[src/rtl/uart_rx_frame.sv]
// uart_rx_frame: parametrised UART receiver with input synchroniser,
// start-bit glitch rejection, parity/framing checks and break hold.
module uart_rx_frame #(
    parameter int DATA_BITS  = 8,
    parameter int CNT_W      = 16,
    parameter int PARITY_EN  = 0,
    parameter int PARITY_ODD = 0,
    parameter int STOP_BITS  = 1
) (
    input  logic                 clk,
    input  logic                 rst,
    input  logic [CNT_W-1:0]     clks_per_bit,
    input  logic                 rx_serial,
    output logic [DATA_BITS-1:0] rx_data,
    output logic                 rx_valid,
    output logic                 parity_err,
    output logic                 frame_err,
    output logic                 busy
);
    localparam int   BW     = (DATA_BITS > 1) ? $clog2(DATA_BITS) : 1;
    localparam logic LP_PEN = (PARITY_EN != 0);
    localparam logic LP_ODD = (PARITY_ODD != 0);
    localparam logic LP_TWO = (STOP_BITS == 2);

    typedef enum logic [2:0] {
        S_IDLE,
        S_START,
        S_DATA,
        S_PARITY,
        S_STOP,
        S_BREAK
    } state_t;

    state_t r_state;
    state_t w_next;

    logic                 r_sync1;
    logic                 r_sync2;
    logic [CNT_W-1:0]     r_cpb;
    logic [CNT_W-1:0]     r_cnt;
    logic [DATA_BITS-1:0] r_shift;
    logic [BW-1:0]        r_bit_idx;
    logic                 r_par;
    logic                 r_stop_idx;
    logic                 r_ferr;
    logic [DATA_BITS-1:0] r_rx_data;
    logic                 r_valid;
    logic                 r_perr_out;
    logic                 r_ferr_out;

    logic                 w_rx_s;
    logic [CNT_W-1:0]     w_cpb_in;
    logic [CNT_W-1:0]     w_mid;
    logic [CNT_W-1:0]     w_last;
    logic                 w_wrap;
    logic                 w_mid_hit;
    logic                 w_last_bit;
    logic                 w_last_stop;
    logic                 w_busy;
    logic                 w_shift;
    logic                 w_par_smp;
    logic                 w_stop_smp;
    logic                 w_done;
    logic                 w_perr;

    assign w_rx_s   = r_sync2;
    assign w_cpb_in = (clks_per_bit < CNT_W'(2)) ? CNT_W'(2) : clks_per_bit;
    assign w_mid    = (r_cpb >> 1) - CNT_W'(1);
    assign w_last   = r_cpb - CNT_W'(1);

    assign w_wrap = ((r_state == S_DATA) ||
                     (r_state == S_PARITY) ||
                     (r_state == S_STOP)) && (r_cnt == w_last);

    assign w_mid_hit   = (r_state == S_START) && (r_cnt == w_mid);
    assign w_last_bit  = (r_bit_idx == BW'(DATA_BITS - 1));
    assign w_last_stop = ~LP_TWO | r_stop_idx;
    assign w_perr      = LP_PEN & ((^r_shift ^ LP_ODD) != r_par);

    always_ff @(posedge clk) begin
        if (rst) begin
            r_sync1 <= 1'b1;
            r_sync2 <= 1'b1;
        end else begin
            r_sync1 <= rx_serial;
            r_sync2 <= r_sync1;
        end
    end

    always_ff @(posedge clk) begin
        if (rst) begin
            r_state <= S_IDLE;
        end else begin
            r_state <= w_next;
        end
    end

    always_comb begin
        w_next = r_state;
        unique case (r_state)
            S_IDLE: begin
                if (!w_rx_s) w_next = S_START;
            end
            S_START: begin
                if (w_mid_hit) w_next = w_rx_s ? S_IDLE : S_DATA;
            end
            S_DATA: begin
                if (w_wrap && w_last_bit)
                    w_next = LP_PEN ? S_PARITY : S_STOP;
            end
            S_PARITY: begin
                if (w_wrap) w_next = S_STOP;
            end
            S_STOP: begin
                if (w_wrap && w_last_stop)
                    w_next = w_rx_s ? S_IDLE : S_BREAK;
            end
            S_BREAK: begin
                if (w_rx_s) w_next = S_IDLE;
            end
            default: w_next = S_IDLE;
        endcase
    end

    always_comb begin
        w_busy     = 1'b1;
        w_shift    = 1'b0;
        w_par_smp  = 1'b0;
        w_stop_smp = 1'b0;
        w_done     = 1'b0;
        unique case (r_state)
            S_IDLE:   w_busy = 1'b0;
            S_DATA:   w_shift = w_wrap;
            S_PARITY: w_par_smp = w_wrap;
            S_STOP: begin
                w_stop_smp = w_wrap;
                w_done     = w_wrap && w_last_stop;
            end
            default: ;
        endcase
    end

    // Bit period is frozen at frame start so rate changes only apply next frame.
    always_ff @(posedge clk) begin
        if (rst) begin
            r_cpb <= CNT_W'(2);
        end else if ((r_state == S_IDLE) && (w_next == S_START)) begin
            r_cpb <= w_cpb_in;
        end
    end

    always_ff @(posedge clk) begin
        if (rst) begin
            r_cnt <= '0;
        end else if ((r_state == S_IDLE) || (w_next != r_state) || w_wrap) begin
            r_cnt <= '0;
        end else begin
            r_cnt <= r_cnt + CNT_W'(1);
        end
    end

    always_ff @(posedge clk) begin
        if (rst) begin
            r_shift    <= '0;
            r_bit_idx  <= '0;
            r_par      <= 1'b0;
            r_stop_idx <= 1'b0;
            r_ferr     <= 1'b0;
            r_rx_data  <= '0;
            r_valid    <= 1'b0;
            r_perr_out <= 1'b0;
            r_ferr_out <= 1'b0;
        end else begin
            if (r_state == S_START) begin
                r_bit_idx  <= '0;
                r_stop_idx <= 1'b0;
                r_ferr     <= 1'b0;
            end
            if (w_shift) begin
                r_shift   <= {w_rx_s, r_shift[DATA_BITS-1:1]};
                r_bit_idx <= r_bit_idx + BW'(1);
            end
            if (w_par_smp) begin
                r_par <= w_rx_s;
            end
            if (w_stop_smp) begin
                r_stop_idx <= ~r_stop_idx;
                if (!w_rx_s) r_ferr <= 1'b1;
            end
            r_valid <= w_done;
            if (w_done) begin
                r_rx_data  <= r_shift;
                r_perr_out <= w_perr;
                r_ferr_out <= r_ferr | ~w_rx_s;
            end
        end
    end

    assign rx_data    = r_rx_data;
    assign rx_valid   = r_valid;
    assign parity_err = r_perr_out;
    assign frame_err  = r_ferr_out;
    assign busy       = w_busy;

endmodule

[config.mk]
export PLATFORM = sky130hd
export DESIGN_NAME = uart_rx_frame
export DESIGN_NICKNAME = d
export VERILOG_FILES = /design/src/rtl/uart_rx_frame.sv
export SDC_FILE = /design/constraint.sdc
export NUM_CORES = 1
export LEC_CHECK = 0
export ABC_AREA = 1
export CAP_MARGIN = 20
export CORE_ASPECT_RATIO = 1.2
export CORE_MARGIN = 2
export CORE_UTILIZATION = 50
export CTS_CLUSTER_DIAMETER = 30
export DETAILED_ROUTE_END_ITERATION = 16
export DONT_BUFFER_PORTS = 1
export PLACE_DENSITY_LB_ADDON = 0.1
export SYNTH_ARGS = -nofsm -noshare
export SYNTH_HDL_FRONTEND = slang
export SYNTH_SLANG_ARGS = --single-unit
[constraint.sdc]
create_clock -name clk -period 6.8 [get_ports clk]
set_clock_uncertainty 0.2 [all_clocks]
set_input_delay 1.7 -clock clk [delete_from_list [all_inputs] [get_ports clk]]
set_output_delay 1.7 -clock clk [all_outputs]
set_load 0.01 [all_outputs]
======== Word-level counts from Yosys, hierarchy flattened ========
Index checks and enable logic that the tools add are counted.
storage, ports and cells
  logic and storage cells ................. 57
  register bits after elaboration ......... 59
cells by class
  equal/unequal tests ..................... 10
  add/sub/neg operators ................... 4
  bitwise operators ....................... 2
  mux-type cells .......................... 18
  $lt $le $gt $ge ......................... 1
  reduce and logical (&&, ||, !) cells .... 11
operators with widths
  kind                   number
  $eq 16x16->1           2
  $mux 3                 9
  $pmux 3 s6             1
  $add 16x1->16 const B  1
  $lt 16x2->1 const B    1
  $mux 16                1
  $sub 15x1->16 const B  1
  $sub 16x1->16 const B  1
  $eq 3x3->1 const B     3
  $eq 3x1->1 const B     2
  $eq 3x2->1 const B     2
  $mux 1                 6
  $logic_and 1x1->1      4
  $logic_or 1x1->1       4
  $add 3x1->3 const B    1
  $logic_not 3->1        1
  $ne 3x3->1             1
  $mux 2                 1
  $reduce_bool 2->1      1
  $reduce_or 2->1        1
  $not 1->1              1
  $or 1x1->1             1

======== Depth between registers and ports, before layout ========
Gate-level depths: netlist of run 1.
  depth after elaboration ................. 11
  mapped depth ............................ 20
  gate-level depth less buffers ........... 19

======== Least setup slack after synthesis of run 1 ========
Ideal clock, no wire load.
  kind .................................... input to register
  start point ............................. in rst
  end point ............................... reg r_cnt[0]
  stages .................................. 6
  arrival time ............................ 2404 ps
  data required time ...................... 6538 ps
  setup slack ............................. 4133 ps
  library setup time ...................... 62 ps
  cell sequence ........................... inv_1 > nand3_1 > nor2_1 > nand3_4 > buf_8 > nor2_2
between the ends
  cells in the longest elaborated chain, start to end .. 1
RTL lines
  element                    line  RTL
  start, declared            11    input logic rst,
  $reduce_or 2->1 (no line)  --
  end signal, assigned       158   r_cnt <= r_cnt + CNT_W'(1);
  end, declared              40    logic [CNT_W-1:0] r_cnt;
Every way passes these cells.
A chain may end at the register's enable or synchronous reset.

======== Final worst setup path of run 1 ========
  start point ............................. reg r_cpb[1]
  end point ............................... reg r_bit_idx[1]
between the ends
  cells in the longest elaborated chain, start to end .. 5
RTL lines
  element                                      line  RTL
  start, declared                              39    logic [CNT_W-1:0] r_cpb;
  start signal, assigned                       148   r_cpb <= w_cpb_in;
  $sub 16x1->16 *                              69    assign w_last = r_cpb - CNT_W'(1);
  $eq 16x16->1 *                               73    (r_state == S_STOP)) && (r_cnt == w_last);
  $logic_and 1x1->1 *                          73
  $mux 1 *                                     131   unique case (r_state)
  $mux 3 or $reduce_bool 2->1 (tied branches)  --
  end signal, assigned                         181   r_bit_idx <= r_bit_idx + BW'(1);
  end, declared                                42    logic [BW-1:0] r_bit_idx;
Mark *: on every way between the ends. The rest lies on a longest branch, timed or not.

==> impl_metrics.ini, run 1 <==
[sta]
timing.final.ws_setup_ps = 3670
tns_ps = 0
hold_viol = 0
timing.final.crit_share = 0.460
period_minus_slack_ps = 3130
fmax_ghz = 0.320
whs_ps = 216
worst_pin_slew_ps = 991
slew_viol_final = 0
slew_headroom = 0.336
finalSetupViolations = 0
rsz0062_at_grt = no

[placed_design]
portBuffers = 0
pre_cts_ws_ps = 3510
place.gp.congestion = 0.889
hpwlAfterDp_mm = 7.20

[setup_path]
timing.rr.start = r_cpb[1]
crit_path_start = r_cpb[1]
cp_max_fo = 20
worstPathRequired_ps = 6830
worstPathArrival_ps = 3150
crit_family = simple AND/OR/NAND/NOR gates
slowest_delay_ps = 760
cpMostUsedCell = nand2_1
crit_chain = inv_1 -> ha_1 -> nand2_1 -> inv_2 -> nand2_1 -> inv_2 -> nand2_1 -> nand2_1 -> nand2_1 -> clkinv_1 -> nand3_1 -> nor2_2 -> nand3_2 -> nor3_2 -> nor2_1 -> nand2_1 -> a21oi_1
worst-setup-path-type = register to register
worstSetupStartpointType = register
cp_slowest_cell = nor3_2
critPathBufInv = 4
critPathCaptureType = register

[layout]
layout_commonest_cell = nand2_1
drive_above_1_share = 0.108
diodes = 0
final_nets = 575
final_cell_mix = nand2_1, inv_1, nor2_1
areaGrowthSynthToFinish_pct = 5.51

[clock_tree]
post_cts_buffers = 0
tritoncts = yes
holdBufCountCts = 0
cts.sinks = 59
root_buffer = clkbuf_8
ctsResizeCount = 0
clk_path_buf_depth = 2
clk_latency_ps = 340
cts_inserted_buffers = 9
clk_pin_slew_ps = 80
htreeDepth = 3

[routing]
vias_per_cell = 5.23
wire_per_inst_um = 14.1
ant_nets = 0
drt_first_pass_iters = 7
vias = 3378
routed_wl_mm = 9.11
first_iter_violations = 194
drc = 0

[min_path]
hold_class = register to register
min_from = r_sync1

[global_route]
antenna_found_initial = 0
grt_pass1_vias = 3385
grt_pass1_wl_mm = 15.7
grt-ovfl-total = 0
track_usage = 0.237
grt_max_degree = 26

[logic_synthesis]
yosysSeqAreaShare = 0.315
synthMuxAreaShare = 0
synth_compound_area_frac = 0.0956
synthFlopType = dfxtp_1
yosysTopAreaCellShare = 0.315
synth_top_area_cell = dfxtp_1
netlist-cell-type-count = 39
synth_warnings = 0
synth.avg_cell_area_um2 = 6.75
postSynthCellCount = 555
synthAdderAreaFrac = 0.0167
synth_area_mm2 = 0.00374
syn_nets = 579
async_flop_share = 0
synth-edff-count = 0
synth_xor_area_frac = 0.107
synth_area_leaders = dfxtp_1, nand2_1, inv_1, nor2_1, xor2_1
synth_top_family_by_area = simple AND/OR/NAND/NOR gates
ys_ff_latch = 59
synth-simple-area-share = 0.376

[floorplanning]
boundaryPins = 31
rows = 34
die_x_um = 83
coreArea_mm2 = 0.00727
initial_utilization = 0.515
dieArea_mm2 = 0.00820
die_y_um = 98.8

[pwr]
p_per_area_mw_per_mm2 = 194
cellLeakagePower_uw = 0.00171
ir_drop_uv = 168

[flow_run]
cap_viol_max_count = 0

[outcome]
outcome = finished, final reports clean
## power by group
part	total, uW	internal [uW]	switching [uW]
Combinational	128	45.0	82.6
Clock	276	132	144
Sequential	362	351	10.4
## cells in the mapped netlist, drive strengths merged (2+ instances only)
| cell | instances |
|---|---|
| buf | 7 |
| nand3b | 5 |
| nor3b | 6 |
| a211oi | 7 |
| xnor2 | 18 |
| xor2 | 27 |
| nor3 | 6 |
| nor4 | 4 |
| nand3 | 42 |
| nand2 | 128 |
| a21oi | 28 |
| nor2 | 87 |
| clkbuf | 8 |
| ha | 5 |
| nand4 | 10 |
| and2 | 2 |
| and3 | 2 |
| o21ai | 24 |
| inv | 66 |
| dfxtp | 59 |
| or2 | 7 |
## layer usage
layer | GRT usage | wire, um | part of all wire | vias up
li1 | - | - | - | 1762
met1 | 0.286 | 4060 | 0.45 | 1548
met2 | 0.412 | 4440 | 0.49 | 59
met4 | 0.0643 | 110 | 0.012 | 0
met3 | 0.0695 | 501 | 0.055 | 9
met5 | 0 | 0 | 0 | -
## final cells by class
type / instances / area, um2
sequential: 59 / 1180
clock inverter: 6 / 41.3
tap: 90 / 113
clock buffer: 10 / 128
inverter: 67 / 251
fill: 760 / 3320
multi-input combinational: 414 / 2240
## sequential cells by signal (all words and copies together) (netlist names)
| name | count |
|---|---|
| r_cnt | 16 |
| r_cpb | 16 |
| r_shift | 8 |
| rx_data | 8 |
| r_bit_idx | 3 |
| r_state | 3 |
| frame_err | 1 |
| r_ferr | 1 |
| r_sync1 | 1 |
| r_sync2 | 1 |
| rx_valid | 1 |
## cell families (layout without fill, tap and decap cells)
family / Yosys count / in the layout
adders and majority gates: 5 / 5
AOI/OAI and AO/OA: 64 / 64
DFF: 59 / 59
and+or+nand+nor: 299 / 299
other: 1 / 1
xor gates and xnor gates: 45 / 45
buffers and inverters: 82 / 83
## path summary, 6_finish.rpt
check	endpoint	slack (ps)	depth (start not counted)
setup / recovery	r_bit_idx[1]	3670	17
hold / removal	r_sync2	220	1
setup reg to reg	r_bit_idx[1]	3670	17
hold reg to reg	r_sync2	220	1
## through the flow
stage                     area (um2)  total power [uW]  utilization  cells
after global routing            3950               809        0.543    646
after global placement          3780               496        0.520    630
final                           3950               765        0.543    646
after detailed placement        3780               496        0.520    630
after CTS                       3950               772        0.543    646
after floorplan                 3740               472            -    555
Note: power is estimated with default switching activity, not from simulation.
==> run 2, diff against run 1 <==
- clock period: 6.8 -> 3.15 ns (I/O delays scaled with it)
==> run 2 against run 1 <==
Effect of this change: critical path depth fell by 1; sequential share of layout area is 0.64 points lower; die area stayed put; via count decreased by 1.0%; utilization up 1.2 points; routed wire length down 1.8%; worst hold slack got worse by 2.3 ps; critical endpoint is now r_cnt[12]; global-route usage decreased by 0.74 points.
==> impl_metrics.ini, run 2 (synthesis gave the netlist of run 1 again) <==
[sta]
hold_viol = 0
rsz0062_at_grt = no
tns_ps = 0
slew_headroom = 0.546
timing.final.crit_share = 0.894
period_minus_slack_ps = 2820
fmax_ghz = 0.355
worst_pin_slew_ps = 675
slew_viol_final = 0
finalSetupViolations = 0

[placed_design]
portBuffers = 0
hpwlAfterDp_mm = 7.07
place.gp.congestion = 0.896
dp.cells = 635
placed_cell_area_mm2 = 0.00382

[layout]
final_cell_area_mm2 = 0.00404
diodes = 0
reg.largest.list = r_cnt: 16 flops, r_cpb: 16 flops
layout_commonest_cell = nand2_1
final_cell_mix = nand2_1, inv_1, nor2_1
areaGrowthSynthToFinish_pct = 7.82
drive_above_1_share = 0.118
final-seq-area_mm2 = 0.00118
fillCellCount = 712
fin_cells = 650
multi_input_area_mm2 = 0.00224
final_nets = 580

[clock_tree]
cts_inserted_buffers = 9
tritoncts = yes
clk_latency_ps = 340
clk_path_buf_depth = 2
cts.sinks = 59
root_buffer = clkbuf_8
htreeDepth = 3
post_cts_buffers = 0
clk_pin_slew_ps = 70
holdBufCountCts = 0

[routing]
vias_per_cell = 5.14
first_iter_violations = 184
ant_nets = 0
wire_per_inst_um = 13.8
drc = 0
vias = 3343
routed_wl_mm = 8.95
drt_first_pass_iters = 4

[floorplanning]
coreArea_mm2 = 0.00727
boundaryPins = 31
initial_utilization = 0.515
die_x_um = 83
rows = 34
die_y_um = 98.8
dieArea_mm2 = 0.00820

[global_route]
grt-ovfl-total = 0
grt_max_degree = 25
grt_pass1_wl_mm = 15.0
track_usage = 0.230
antenna_found_initial = 0
grt_pass1_vias = 3257

[setup_path]
worstPathArrival_ps = 2840
worstSetupStartpointType = register
cp_max_fo = 16
worst-setup-path-type = register to register
worstPathRequired_ps = 3170
critPathCaptureType = register

[pwr]
ir_drop_uv = 382
p_per_area_mw_per_mm2 = 448
cellLeakagePower_uw = 0.00177

[flow_run]
cap_viol_max_count = 0

[outcome]
outcome = finished, final reports clean

[min_path]
hold_class = register to register
[run 2: what timing repair did]
| action | CTS | global route |
|---|---|---|
| hold endpoints to repair | 0 | 0 |
| setup endpoints to repair | 0 | 10 |
| gates resized for setup | 0 | 1 |
[run 2: routing by layer]
layer	track usage	wire length, um	vias to the layer above
met1	0.279	4120	1509
met2	0.398	4300	54
met3	0.0595	376	12
met4	0.0731	158	0
li1	-	-	1768
met5	0	0	-
[run 2: per-stage QoR]
stage	hold slack [ps]	power (uW)	setup WS (ps)	util
2_1_floorplan	189	1020	709	-
3_3_place_gp	191	1070	338	0.525
3_5_place_dp	200	1070	300	0.525
6_report	214	1810	333	0.555
4_1_cts	216	1820	283	0.555
5_1_grt	233	1900	8.96	0.555
[run 2: worst paths after layout]
path	from	to	slack (ps)	depth (start not counted)
max	r_cpb[0]	r_cnt[12]	330	16
min	r_sync1	r_sync2	210	1
max reg2reg	r_cpb[0]	r_cnt[12]	330	16
min reg2reg	r_sync1	r_sync2	210	1
[run 2: worst max-delay path: stages (launching register included)]
cell     delay (ps)
dfxtp_1         320
inv_2           170
ha_1            230
nand2_2         140
nor2_4          220
inv_2            40
nand2_1          70
nand2_1          50
nor2_1          140
nand3_1         100
nor2_2          170
nand3_2         140
and2_4          180
nor2_4          110
nand3_2          90
nand3_4         240
nor2_1           70
[run 2: cell type report]
class | count | share of cell area
clock inverters | 5 | 0.0192
inverters | 67 | 0.0623
well taps | 90 | 0.0279
repair buffers | 5 | 0.00930
multi-input cells | 414 | 0.555
flip-flops and latches | 59 | 0.293
clock buffers | 10 | 0.0341
[run 2: where the power goes]
part           total [uW]  internal (uW)  leakage (uW)  switching [uW]
sequential            779            759      0.000477            20.0
combinational         281           99.7       0.00118             181
clock                 750            459      0.000108             290
==> run 3, diff against run 2 <==
- CORE_MARGIN: 2 -> 3
==> run 3 against run 2 <==
Effect of this change: sequential power barely moved; global-route usage fell by 0.63 points; clock power fell by 5.6%; maximum frequency fell by 1.8%; critical path depth fell by 5; flip-flop and latch count did not move; utilization rose by 1.5 points; critical path type unchanged; highest routed layer unchanged; routed wire length rose by 1.3%; combinational power barely moved; worst setup slack got worse by 51 ps.
==> impl_metrics.ini, run 3 (synthesis gave the netlist of run 1 again) <==
[sta]
slew_viol_final = 0
timing.final.crit_share = 0.911
slew_headroom = 0.609
fmax_ghz = 0.349
period_minus_slack_ps = 2870
rsz0062_at_grt = no
finalSetupViolations = 0
whs_ps = 210
timing.final.ws_setup_ps = 282
tns_ps = 0
worst_pin_slew_ps = 582
hold_viol = 0

[setup_path]
worstPathArrival_ps = 2880
worstPathRequired_ps = 3160
timing.rr.start = r_cpb[7]
critPathBufInv = 0
worstSetupStartpointType = register
worst-setup-path-type = register to register
critPathCaptureType = register
cpMostUsedCell = nor2_1
slowest_delay_ps = 390
crit_family = simple AND/OR/NAND/NOR gates
cp_slowest_cell = dfxtp_1
crit_path_start = r_cpb[7]
cp_max_fo = 16
crit_chain = nor2_1 -> nand2_1 -> nor2_2 -> nand2_1 -> xor2_1 -> nor3b_1 -> nand4_1 -> nor2_1 -> nor2_1 -> nand3_4 -> nor2_1

[floorplanning]
coreArea_mm2 = 0.00706
rows = 33
dieArea_mm2 = 0.00857
initial_utilization = 0.530
die_y_um = 101
boundaryPins = 31
die_x_um = 85

[outcome]
outcome = finished, final reports clean

[pwr]
internal_power_uw = 1270
ir_drop_uv = 332
cellLeakagePower_uw = 0.00176
p_per_area_mw_per_mm2 = 440
p_sw_frac = 0.282
sequentialPowerShare = 0.441
clockPowerShare = 0.400
p_comb_frac = 0.159
p_sw_uw = 499

[layout]
final_cell_area_mm2 = 0.00402
final_cell_mix = nand2_1, inv_1, nor2_1
diodes = 0
drive_above_1_share = 0.114
areaGrowthSynthToFinish_pct = 7.38
layout_commonest_cell = nand2_1
reg.largest.list = r_cnt: 16 flops, r_cpb: 16 flops
fillCellCount = 675
final_nets = 580

[clock_tree]
post_cts_buffers = 0
holdBufCountCts = 0
cts.sinks = 59
cts_inserted_buffers = 9
clk_latency_ps = 330
tritoncts = yes
clk_path_buf_depth = 2
root_buffer = clkbuf_8
htreeDepth = 3
ctsResizeCount = 0
clk_pin_slew_ps = 70

[global_route]
grt-ovfl-total = 0
antenna_found_initial = 0
grt_pass1_wl_mm = 15.3
grt_max_degree = 25
track_usage = 0.223
grt_pass1_vias = 3386

[placed_design]
hpwlAfterDp_mm = 7.14
pre_cts_ws_ps = 335
portBuffers = 0
placed_cell_area_mm2 = 0.00382
place.gp.congestion = 0.879

[routing]
wire_per_inst_um = 14.0
ant_nets = 0
routed_wl_mm = 9.06
vias = 3408
vias_per_cell = 5.26
drt_first_pass_iters = 4
drc = 0
first_iter_violations = 156

[flow_run]
cap_viol_max_count = 0

[min_path]
min_from = r_sync1
hold_class = register to register
## run 3: power by group through the flow
stage	logic [uW]	registers, uW	clock network, uW
2_1_floorplan	229	789	0
3_5_place_dp	279	796	0
3_3_place_gp	277	795	0
4_1_cts	280	779	721
5_1_grt	320	781	755
6_report	281	779	708
## run 3: metrics by stage
step / power (uW) / util / std cells
after floorplan: 1020 / - / 555
after global placement: 1070 / 0.540 / 632
after detailed placement: 1070 / 0.540 / 632
after CTS: 1780 / 0.570 / 648
after global routing: 1860 / 0.570 / 648
final: 1770 / 0.570 / 648
## run 3: area by class of cell
type	instances	area, um2	area share
inverters	67	251	0.0625
well taps	87	109	0.0271
clock inverters	3	46.3	0.0115
clock buffers	13	159	0.0395
repair buffers	5	37.5	0.00933
multi-input cells	414	2240	0.556
flip-flops and latches	59	1180	0.294
## run 3: final timing paths
check	to	slack, ps	depth (start not counted)
hold reg to reg	r_sync2	210	1
hold / removal	r_sync2	210	1
setup reg to reg	r_cnt[9]	280	11
setup / recovery	r_cnt[9]	280	11
## run 3: metal layers
layer  up-vias  track usage  part of all wire
met4         0       0.0987             0.026
li1       1773            -                 -
met1      1542        0.270              0.44
met2        77        0.373              0.47
met3        16       0.0564             0.063
met5         -            0                 0
